$ cat config.mk
export PLATFORM = sky130hd
export DESIGN_NAME = lock_access_ctrl
export DESIGN_NICKNAME = d
export VERILOG_FILES = /design/src/rtl/lock_ctrl_pkg.sv /design/src/rtl/rr_arbiter_2.sv /design/src/rtl/lock_access_ctrl.sv
export SDC_FILE = /design/constraint.sdc
export NUM_CORES = 1
export LEC_CHECK = 0
export ABC_AREA = 1
export CORE_UTILIZATION = 50
export DETAILED_ROUTE_END_ITERATION = 12
export PLACE_DENSITY_LB_ADDON = 0.25
export SYNTH_ARGS = -nofsm -noshare
export SYNTH_HDL_FRONTEND = slang
export SYNTH_SLANG_ARGS = --single-unit
$ cat constraint.sdc
create_clock -name clk -period 3.3 [get_ports clk]
set_input_delay 0.495 -clock clk [delete_from_list [all_inputs] [get_ports clk]]
set_output_delay 0.495 -clock clk [all_outputs]
set_load 0.005 [all_outputs]
$ cat src/rtl/lock_ctrl_pkg.sv
// Shared definitions for the lock access controller: state encoding,
// parameter defaults and the saturating failure-count helper.
package lock_ctrl_pkg;

    localparam int unsigned DEF_MAX_FAILS      = 3;
    localparam int unsigned DEF_LOCKOUT_CYCLES = 16;
    localparam int unsigned DEF_TIMEOUT_CYCLES = 32;

    localparam logic [2:0] FAIL_CNT_MAX = 3'd7;

    typedef enum logic [1:0] {
        StIdle    = 2'd0,
        StSession = 2'd1,
        StOpen    = 2'd2,
        StLockout = 2'd3
    } state_e;

    // Increment the consecutive-failure count, holding at 7.
    function automatic logic [2:0] sat_inc3(input logic [2:0] v);
        return (v == FAIL_CNT_MAX) ? v : v + 3'd1;
    endfunction

endpackage

$ cat src/rtl/rr_arbiter_2.sv
// Two-requester round-robin arbiter. On contention the requester that was
// not granted most recently wins; a single requester always wins.
module rr_arbiter_2 (
    input  logic [1:0] req,
    input  logic       last_gnt,  // index of the most recently granted requester
    output logic [1:0] winner
);

    // Pick a one-hot winner from the request vector.
    always_comb begin
        winner = 2'b00;
        case (req)
            2'b01:   winner = 2'b01;
            2'b10:   winner = 2'b10;
            2'b11:   winner = last_gnt ? 2'b01 : 2'b10;
            default: winner = 2'b00;
        endcase
    end

endmodule

$ cat src/rtl/lock_access_ctrl.sv
// Access controller sharing one combination-lock FSM between two requesters.
// Grants a session round-robin, muxes keypad signals to the lock, reports
// pass/fail, holds the door open for the owner and enforces a lockout after
// MAX_FAILS consecutive failures.
// Optional build macro LOCK_TIMEOUT_EN adds a session timeout that counts as
// a lock error after TIMEOUT_CYCLES cycles in SESSION.
module lock_access_ctrl
    import lock_ctrl_pkg::*;
#(
    parameter int unsigned MAX_FAILS      = DEF_MAX_FAILS,
    parameter int unsigned LOCKOUT_CYCLES = DEF_LOCKOUT_CYCLES,
    parameter int unsigned TIMEOUT_CYCLES = DEF_TIMEOUT_CYCLES
) (
    input  logic       clk,
    input  logic       reset,
    input  logic [1:0] req,
    input  logic [1:0] u_comb1,
    input  logic [1:0] u_comb2,
    input  logic [1:0] u_enter,
    output logic [1:0] gnt,
    output logic       lock_reset,
    output logic       lock_comb1,
    output logic       lock_comb2,
    output logic       lock_enter,
    input  logic       lock_error,
    input  logic       lock_unlock,
    output logic       pass,
    output logic       fail,
    output logic       unlocked,
    output logic       lockout,
    output logic [2:0] fail_cnt
);

    if (MAX_FAILS < 1 || MAX_FAILS > 7 || LOCKOUT_CYCLES < 1 || TIMEOUT_CYCLES < 2)
    begin : g_bad_params
        $error("lock_access_ctrl: parameter out of range");
    end

    localparam int unsigned    LoW       = (LOCKOUT_CYCLES > 1) ? $clog2(LOCKOUT_CYCLES) : 1;
    localparam logic [LoW-1:0] LoLast    = LoW'(LOCKOUT_CYCLES - 1);
    localparam logic [2:0]     MaxFails  = 3'(MAX_FAILS);

    state_e         state_q, state_d;
    logic [1:0]     gnt_q, gnt_d;
    logic           rr_ptr_q, rr_ptr_d;  // requester holding priority on contention
    logic [2:0]     fail_cnt_q, fail_cnt_d;
    logic           pass_q, pass_d;
    logic           fail_q, fail_d;
    logic [LoW-1:0] lo_cnt_q, lo_cnt_d;

    logic [1:0]     arb_winner;
    logic           owner_req;
    logic           in_session;
    logic           timed_out;
    logic [2:0]     fail_cnt_inc;

    rr_arbiter_2 u_arb (
        .req      (req),
        .last_gnt (~rr_ptr_q),
        .winner   (arb_winner)
    );

    assign in_session   = (state_q == StSession);
    assign owner_req    = |(req & gnt_q);
    assign fail_cnt_inc = sat_inc3(fail_cnt_q);

`ifdef LOCK_TIMEOUT_EN
    localparam int unsigned    ToW    = $clog2(TIMEOUT_CYCLES);
    localparam logic [ToW-1:0] ToLast = ToW'(TIMEOUT_CYCLES - 1);

    logic [ToW-1:0] to_cnt_q, to_cnt_d;

    assign timed_out = in_session && (to_cnt_q == ToLast);

    // Count cycles spent in SESSION; restart from zero on every new session.
    always_comb begin
        to_cnt_d = '0;
        if (in_session) begin
            to_cnt_d = to_cnt_q + ToW'(1);
        end
    end

    // Session timeout counter register.
    always_ff @(posedge clk or posedge reset) begin
        if (reset) begin
            to_cnt_q <= '0;
        end else begin
            to_cnt_q <= to_cnt_d;
        end
    end
`else
    assign timed_out = 1'b0;
`endif

    // Next-state logic: error beats unlock, any result beats a dropped request.
    always_comb begin
        state_d    = state_q;
        gnt_d      = gnt_q;
        rr_ptr_d   = rr_ptr_q;
        fail_cnt_d = fail_cnt_q;
        pass_d     = 1'b0;
        fail_d     = 1'b0;
        lo_cnt_d   = '0;
        unique case (state_q)
            StIdle: begin
                if (|req) begin
                    state_d  = StSession;
                    gnt_d    = arb_winner;
                    // Winner 0 hands priority to requester 1 and vice versa.
                    rr_ptr_d = arb_winner[0];
                end
            end
            StSession: begin
                if (lock_error || timed_out) begin
                    fail_d     = 1'b1;
                    fail_cnt_d = fail_cnt_inc;
                    gnt_d      = '0;
                    state_d    = (fail_cnt_inc == MaxFails) ? StLockout : StIdle;
                end else if (lock_unlock) begin
                    pass_d     = 1'b1;
                    fail_cnt_d = '0;
                    state_d    = StOpen;
                end else if (!owner_req) begin
                    gnt_d      = '0;
                    state_d    = StIdle;
                end
            end
            StOpen: begin
                if (!owner_req) begin
                    gnt_d   = '0;
                    state_d = StIdle;
                end
            end
            StLockout: begin
                if (lo_cnt_q == LoLast) begin
                    fail_cnt_d = '0;
                    state_d    = StIdle;
                end else begin
                    lo_cnt_d = lo_cnt_q + LoW'(1);
                end
            end
            default: state_d = StIdle;
        endcase
    end

    // State and output registers.
    always_ff @(posedge clk or posedge reset) begin
        if (reset) begin
            state_q    <= StIdle;
            gnt_q      <= '0;
            rr_ptr_q   <= 1'b0;
            fail_cnt_q <= '0;
            pass_q     <= 1'b0;
            fail_q     <= 1'b0;
            lo_cnt_q   <= '0;
        end else begin
            state_q    <= state_d;
            gnt_q      <= gnt_d;
            rr_ptr_q   <= rr_ptr_d;
            fail_cnt_q <= fail_cnt_d;
            pass_q     <= pass_d;
            fail_q     <= fail_d;
            lo_cnt_q   <= lo_cnt_d;
        end
    end

    assign gnt        = gnt_q;
    assign pass       = pass_q;
    assign fail       = fail_q;
    assign fail_cnt   = fail_cnt_q;
    assign unlocked   = (state_q == StOpen);
    assign lockout    = (state_q == StLockout);
    assign lock_reset = reset | (state_q == StIdle) | (state_q == StLockout);
    assign lock_comb1 = in_session & |(u_comb1 & gnt_q);
    assign lock_comb2 = in_session & |(u_comb2 & gnt_q);
    assign lock_enter = in_session & |(u_enter & gnt_q);

endmodule
# --- Word-level counts from Yosys, hierarchy flattened ---
# Index checks and enable logic that the tools add are counted.
totals:
  register_bits: 14
  out_inout_bits: 13
op_classes:
  addsub: 2
  eq_ne: 13
  mux: 26
  n_bitwise: 9
  n_reduce_logical: 12
op_table:
  columns: ["op", "count"]
  rows:
  - ["two-way mux 2 bit", 11]
  - ["two-way mux 3 bit", 4]
  - ["case mux 2 bit (3 select lines)", 2]
  - ["OR reduction 2 bit", 5]
  - ["AND 2 bit", 4]
  - ["== test 2 bit, second input constant", 4]
  - ["two-way mux 4 bit", 2]
  - ["case mux 2 bit (4 select lines)", 1]
  - ["inequality test 3 bit, second input constant", 2]
  - ["case mux 3 bit (2 select lines)", 1]
  - ["AND reduction 3 bit", 2]
  - ["two-way mux 1 bit", 5]
  - ["adder 4 x 1 -> 4 bit, second input constant", 1]
  - ["== test 2 x 1 -> 1 bit, second input constant", 2]
  - ["== test 4 bit, second input constant", 1]
  - ["AND reduction 2 bit", 2]
  - ["adder 3 x 1 -> 3 bit, second input constant", 1]
  - ["AND 1 bit", 3]
  - ["== test 3 x 2 -> 1 bit, second input constant", 1]
  - ["== test 3 bit, second input constant", 1]
  - ["nonzero test 3 bit", 1]
  - ["logical NOT 2 bit", 1]
  - ["inequality test 2 x 1 -> 1 bit, second input constant", 1]
  - ["inequality test 2 bit, second input constant", 1]
  - ["2 further kinds", 3]

# --- Depth between registers and ports, before layout ---
# Gate-level depths: netlist (run 1).
depth:
  depth_word: 6
  depth_mapped: 9
  mapped_depth_nobuf: 9

# --- Cells and area by module ---
# A second synthesis (run 1) with hierarchy kept.
hier_totals:
  hier_cells: 125
  hier_area_um2: 897.1
modules_own_cells:
  columns: ["mod", "n_inst", "cells_each", "area_each_um2", "seq_area_each_um2"]
  rows:
  - ["lock_access_ctrl", 1, 120, 875.8, 350.3]
  - ["rr_arbiter_2", 1, 5, 21.3, 0.0]

# --- Least setup slack after synthesis (run 1) ---
# Ideal clock, no wire load.
synth_timing:
  kind: "in2out"
  from: "input reset"
  to: "output lock_reset"
  arrival_ns: 0.962
  t_required_ns: 2.805
  path_slack_ns: 1.843
  stages: 2
  n_path_buf: 0
  path_cell_list: "inv_1 nand3_1"
synth_via:
  elab_chain_len: 2
synth_rtl:
  columns: ["item", "line_no", "text"]
  rows:
  - ["from (decl)", "lock_access_ctrl.sv:15", "input logic reset,"]
  - ["bitwise OR 1 bit (2 in series)", "lock_access_ctrl.sv:173", "assign lock_reset = reset | (state_q == StIdle) | (state_q == StLockout);"]
  - ["to (decl)", "lock_access_ctrl.sv:21", "output logic lock_reset,"]
# No other way between the ends.

# --- Worst setup path in the final report (run 1) ---
layout_timing:
  from: "register state_q[1]"
  to: "output lock_comb2"
layout_via:
  elab_chain_len: 2
layout_rtl:
  columns: ["item", "line_no", "text"]
  rows:
  - ["from (decl)", "lock_access_ctrl.sv:43", "state_e state_q, state_d;"]
  - ["from (signal assigned)", "lock_access_ctrl.sv:149", "state_q <= StIdle;"]
  - ["from (signal assigned)", "lock_access_ctrl.sv:157", "state_q <= state_d;"]
  - ["== test 2 x 1 -> 1 bit", "lock_access_ctrl.sv:63", "assign in_session = (state_q == StSession);"]
  - ["AND 1 bit", "lock_access_ctrl.sv:175", "assign lock_comb2 = in_session & |(u_comb2 & gnt_q);"]
  - ["to (decl)", "lock_access_ctrl.sv:23", "output logic lock_comb2,"]
# No other way between the ends.

==> flow_summary_export.csv, run 1 <==
group,metric,value,unit
outcome,status,"finished, violations left",
outcome,violations,"design-rule violations",
layout,fill_cells,124,
power,p_seq_share,32.6,%
synthesis,synth_compound_gate_area_share,9.62,%
grt,grt_pass1_wl,3280,um
layout,area_delta_synth_final,32.8,%
die,core_area,1580,um2
sta,setup_viol,0,
layout,nets,174,
power,power.clock.fraction,10.8,%
synthesis,synth-seq-cells,14,
layout,diodes,0,
clock_tree,cts_tree,"done",
synthesis,synthSimpleGateAreaFrac,34.1,%
power,internal-power,492,uW
synthesis,ys_types,16,
worst_setup_path,crit_path_end_kind,"output port",
synthesis,yosys_warnings,0,
placement,gp_congestion,0.873,
layout,final_layout_size_suffix_gt1_share,6.49,%
flow_run,drv_cap,0,
sta,fin_skew,0.000663,ns
worst_setup_path,cp.required,2.80,ns
sta,fmax,428,MHz
synthesis,syn-instance-count,126,
clock_tree,ctsHoldBuffers,0,
grt,groute.usage.overall,22.8,%
synthesis,synth.area.mux_share,0,%
synthesis,synth_seq_area_share,39.6,%
worst_setup_path,critPathMaxFanout,7,
die,die_area,1940,um2
power,powerDensity,729,nW/um2
power,power.share.switching,42.6,%
sta,tightest_slew,0.318,ns
hold_path,min-delay-path-class,"register to register",
grt,grt_max_degree,16,
clock_tree,numCtsBuffers,3,
die,rows,14,
worst_setup_path,max_stage_delay,0.51,ns
synthesis,synth_xor_area_share,0.990,%
synthesis,synth_nets,144,
detailed_routing,firstDrtPassIters,10,
sta,rsz0062_at_grt,"no",
worst_setup_path,critPathSlowestCell,"clkdlybuf4s50_1",
sta,period_minus_slack,2.34,ns
sta,slew_headroom,78.8,%
power,ir_worst_vdd,0.391,mV
placement,io_buffers,24,
layout,layout_common_cells,"nand2_1, clkdlybuf4s50_1, inv_1",
detailed_routing,vias,888,
placement,dp.cells,167,
clock_tree,cts_buffer_depth,2,
layout,layout_commonest_cell,"nand2_1",
die,die_w,44.1,um
sta,setup-tns-final,0,ns
synthesis,synthAdderAreaFrac,8.49,%
sta,drv_slew,0,
clock_tree,cts_sinks,14,
synthesis,synth_top_family_by_area,"simple AND/OR/NAND/NOR gates",
detailed_routing,wl_per_cell,11.3,um
detailed_routing,via_per_inst,5.22,
die,top_level_ports,25,
clock_tree,clk_latency,0.27,ns
placement,hpwl,1510,um
clock_tree,root_buffer,"clkbuf_4",
power,power_switching,365,uW
detailed_routing,drt-total-wl,1920,um
power,leakage,0.615,nW
clock_tree,post_cts_resized,0,
detailed_routing,drc,2,
sta,finalCritPeriodShare,70.8,%
synthesis,syn_area_per_cell,7.02,um2
detailed_routing,initialDrtViolationCount,12,
worst_setup_path,startpoint_type,"register",
clock_tree,htreeDepth,1,
power,p_total,857,uW
clock_tree,postCtsSetupBuffers,0,
placement,pre_cts_ws,1.04,ns
worst_setup_path,crit_chain,"inv_1 > ha_1 > inv_2 > a21oi_1 > clkdlybuf4s50_1",
worst_setup_path,arrival,1.84,ns
detailed_routing,final_antenna_net_count,0,
grt,antenna_found_initial,0,
layout,instances_no_fill,170,
grt,first_global_vias,819,
die,start_util,56.1,%
sta,finalHoldViolations,0,
synthesis,netlist_area,885,um2
power,combPwrFrac,56.6,%
clock_tree,clk_pin_slew,0.08,ns
grt,grt_overflow_total,0,
die,die_height,44.1,um
worst_setup_path,path_class,"register to output port",
sta,fin_ws,0.963,ns
## power by group through the flow
stage,sequential [mW],combinational (mW),clock (mW)
detailed placement,0.281,0.484,0
global route,0.289,0.548,0.103
floorplan,0.275,0.295,0
global placement,0.277,0.470,0
CTS,0.278,0.486,0.0950
finish,0.279,0.485,0.0927
## flip-flops by register name (all words and copies together) (netlist names)
register / flops
state_q: 2
fail_cnt: 3
gnt: 2
pass: 1
rr_ptr_q: 1
fail: 1
lo_cnt_q: 4
## final timing paths
path | start | depth (start not counted) | endpoint | slack [ns]
max in group asynchronous | reset | 3 | lo_cnt_q[2]$_DFF_PP0_ | 2.63
hold / removal | lo_cnt_q[0]$_DFF_PP0_ | 1 | lo_cnt_q[0]$_DFF_PP0_ | 0.47
setup / recovery | state_q[1]$_DFFE_PP0P_ | 5 | lock_comb2 | 0.96
hold reg to reg | lo_cnt_q[0]$_DFF_PP0_ | 1 | lo_cnt_q[0]$_DFF_PP0_ | 0.47
setup reg to reg | state_q[1]$_DFFE_PP0P_ | 8 | fail_cnt[2]$_DFFE_PP0P_ | 1.84
min in group asynchronous | reset | 3 | fail_cnt[2]$_DFFE_PP0P_ | 0.51
## worst max-delay path: cells and delay by family, from the launching register on
family	cells	cell delay (ns)
buffers and inverters	3	0.72
DFF	1	0.45
adders and majority gates	1	0.25
AOI/OAI and AO/OA	1	0.14
## area by class of cell
class,count,area (um2),share of cell area [%]
tap,16,20.0,1.70
sequential,14,350,29.8
multi-input combinational,95,470,40.0
timing repair buffer,25,248,21.1
inverter,17,63.8,5.43
clock buffer,3,22.5,1.92
## cells in the mapped netlist
cell type | instances | area, um2
inv_2 | 2 | 7.51
o21ai_0 | 5 | 25.0
a21oi_1 | 5 | 25.0
dfrtp_1 | 14 | 350
nand4_1 | 2 | 12.5
nor2_1 | 14 | 52.6
o21ai_4 | 1 | 16.3
nand2_2 | 1 | 6.26
o21ai_1 | 2 | 10.0
nand3_1 | 8 | 40.0
xor2_1 | 1 | 8.76
inv_1 | 15 | 56.3
nand2_1 | 48 | 180
o21ai_2 | 1 | 8.76
nand3_2 | 1 | 10.0
ha_1 | 6 | 75.1
## routing by layer
metal | wire [um] | GRT usage (%)
met1 | 855 | 27.3
met2 | 910 | 39.7
met3 | 109 | 4.90
met4 | 40 | 9.09
met5 | 0 | 0
## metrics by stage
stage	area (um2)	util, %	hold WS [ns]
final	1170	74.5	0.466
after detailed placement	1150	73.1	0.457
after global placement	1150	73.1	0.450
after floorplan	885	-	0.393
after CTS	1170	74.5	0.469
after global routing	1170	74.5	0.493
## cell families after synthesis
group           after synthesis
compound gates               14
xor+xnor                      1
fa+ha+maj                     6
buf+inv                      17
flops                        14
simple gates                 74
No activity file was read; power rests on OpenSTA's default activity.
==> run 2: changes to the inputs <==
- CORE_UTILIZATION: 50 -> 46
- clock period: 3.3 -> 2.2 ns (I/O delays scaled with it)
==> run 2 against run 1 <==
Compared with the run above: the flow now finishes without violations; core utilization shrank 5.7 points; global-route usage fell by 3.3 points; critical path depth decreased by 1; largest cell class unchanged; clock skew up 0.0033 ns; cell area rose by 3.3%; power up 57%.
==> flow_summary_export.csv, run 2 (synthesis gave the netlist of run 1 again) <==
group,metric,value,unit
clock_tree,cts_buffer_depth,2,
grt,busiest_layer,"met2",
clock_tree,htreeDepth,1,
placement,gp_congestion,0.833,
power,internal-power,790,uW
sta,fin_skew,0.00393,ns
grt,grt_overflow_total,0,
clock_tree,clk_pin_slew,0.09,ns
detailed_routing,drt-total-wl,1880,um
detailed_routing,initialDrtViolationCount,24,
grt,grt_max_degree,15,
sta,fmax,474,MHz
layout,final_layout_size_suffix_gt1_share,8.39,%
worst_setup_path,path_class,"register to output port",
sta,setup-tns-final,0,ns
worst_setup_path,startpoint,"state_q[0]$_DFFE_PP0P_",
detailed_routing,final_antenna_net_count,0,
power,p_total,1.35,mW
layout,largest_register_ffs,4,
power,p_seq_share,31.5,%
power,power_switching,558,uW
die,top_level_ports,25,
power,powerDensity,1110,nW/um2
power,combPwrFrac,54.3,%
layout,largest_register,"lo_cnt_q",
layout,fill_cells,154,
worst_setup_path,path_buf_inv,2,
clock_tree,clk_latency,0.29,ns
power,ir_worst_vdd,0.613,mV
sta,fin_ws,0.0902,ns
sta,period_minus_slack,2.11,ns
layout,layout_commonest_cell,"nand2_1",
layout,post-route-util,68.8,%
clock_tree,root_buffer,"clkbuf_4",
detailed_routing,firstDrtPassIters,4,
placement,placed_cell_area,1160,um2
grt,first_global_vias,691,
worst_setup_path,crit_path_end_kind,"output port",
die,die_height,45.9,um
worst_setup_path,arrival,1.78,ns
detailed_routing,vias,863,
detailed_routing,wl_per_cell,10.4,um
layout,layout_common_cells,"nand2_1, clkdlybuf4s50_1, inv_1",
grt,antenna_found_initial,0,
worst_setup_path,critPathMaxFanout,7,
power,leakage,0.621,nW
layout,nets,174,
worst_setup_path,crit_chain,"ha_1 > inv_2 > nand3_1 > clkdlybuf4s50_1",
sta,drv_slew,0,
detailed_routing,via_per_inst,4.79,
hold_path,min-delay-path-class,"primary input to async pin",
worst_setup_path,max_stage_delay,0.50,ns
die,rows,15,
power,power.share.switching,41.4,%
die,core_area,1760,um2
sta,finalCritPeriodShare,95.9,%
layout,seqCellArea,352,um2
layout,diodes,0,
worst_setup_path,critPathSlowestCell,"clkdlybuf4s50_1",
clock_tree,numCtsBuffers,3,
clock_tree,ctsHoldBuffers,0,
power,power.clock.fraction,14.2,%
grt,grt_use_met1,24.3,%
layout,area_delta_synth_final,37.2,%
clock_tree,postCtsSetupBuffers,0,
placement,hpwl,1450,um
clock_tree,cts_sinks,14,
sta,finalHoldViolations,0,
grt,grt.met2_usage,31.8,%
sta,rsz0062_at_grt,"no",
worst_setup_path,startpoint_type,"register",
sta,setup_viol,0,
outcome,status,"complete, no violations",
clock_tree,cts_tree,"done",
layout,fin_area,1210,um2
worst_setup_path,r2r_start,"state_q[0]$_DFFE_PP0P_",
die,start_util,50.1,%
sta,slew_headroom,78.9,%
grt,groute.usage.overall,19.5,%
grt,grt_use_met3,3.17,%
die,die_w,45.9,um
layout,multi_input_area,483,um2
placement,io_buffers,24,
detailed_routing,drc,0,
worst_setup_path,cp.required,1.87,ns
sta,tightest_slew,0.316,ns
grt,grt_pass1_wl,2860,um
die,die_area,2100,um2
placement,pre_cts_ws,0.323,ns
flow_run,drv_cap,0,
worst_setup_path,crit_family,"buffers and inverters",
[run 2: repair_timing]
item                       CTS  global route
setup endpoints to repair    0             4
hold endpoints to repair     0             0
resized for setup            0             3
[run 2: path summary, 6_finish.rpt]
kind / to / slack, ns / cells past startpoint
max in group asynchronous: state_q[1]$_DFFE_PP0P_ / 1.65 / 3
min reg2reg: lo_cnt_q[0]$_DFF_PP0_ / 0.46 / 1
min: fail_cnt[1]$_DFFE_PP0P_ / 0.37 / 3
min in group clk: lo_cnt_q[0]$_DFF_PP0_ / 0.46 / 1
max reg2reg: fail_cnt[1]$_DFFE_PP0P_ / 0.82 / 8
max: lock_reset / 0.09 / 4
[run 2: layout make-up]
| cell class | count | area share (%) |
|---|---|---|
| inverter | 17 | 5.26 |
| sequential | 14 | 29.0 |
| tap | 25 | 2.58 |
| clock buffer | 4 | 2.99 |
| multi-input combinational | 95 | 39.8 |
| timing repair buffer | 25 | 20.4 |
[run 2: tightest hold or removal path: cells and delay by family]
family / cells / cell delay [ns]
buf+inv: 3 / 0.70
[run 2: power by group through the flow]
stage	Sequential, mW	Clock, mW	Combinational [mW]
2_1_floorplan	0.412	0	0.443
3_3_place_gp	0.417	0	0.704
3_5_place_dp	0.426	0	0.713
4_1_cts	0.419	0.194	0.722
5_1_grt	0.439	0.199	0.839
6_report	0.425	0.192	0.732
[run 2: layer usage]
layer	wire [um]	up-vias	share of wire [%]
met5	0	-	0
met4	40	0	2.1
met3	127	5	6.8
met2	885	25	47
met1	823	379	44
li1	-	454	-
[run 2: stage by stage]
stage | hold slack, ns | cells
final | 0.367 | 180
after global routing | 0.413 | 180
after CTS | 0.378 | 180
after detailed placement | 0.452 | 176
after global placement | 0.448 | 176
after floorplan | 0.228 | 126
==> run 3: changes to the inputs <==
- SKIP_CTS_REPAIR_TIMING: default -> 1
==> results of run 3 <==
The final DEF is identical to that of run 2; final timing and power are the same.
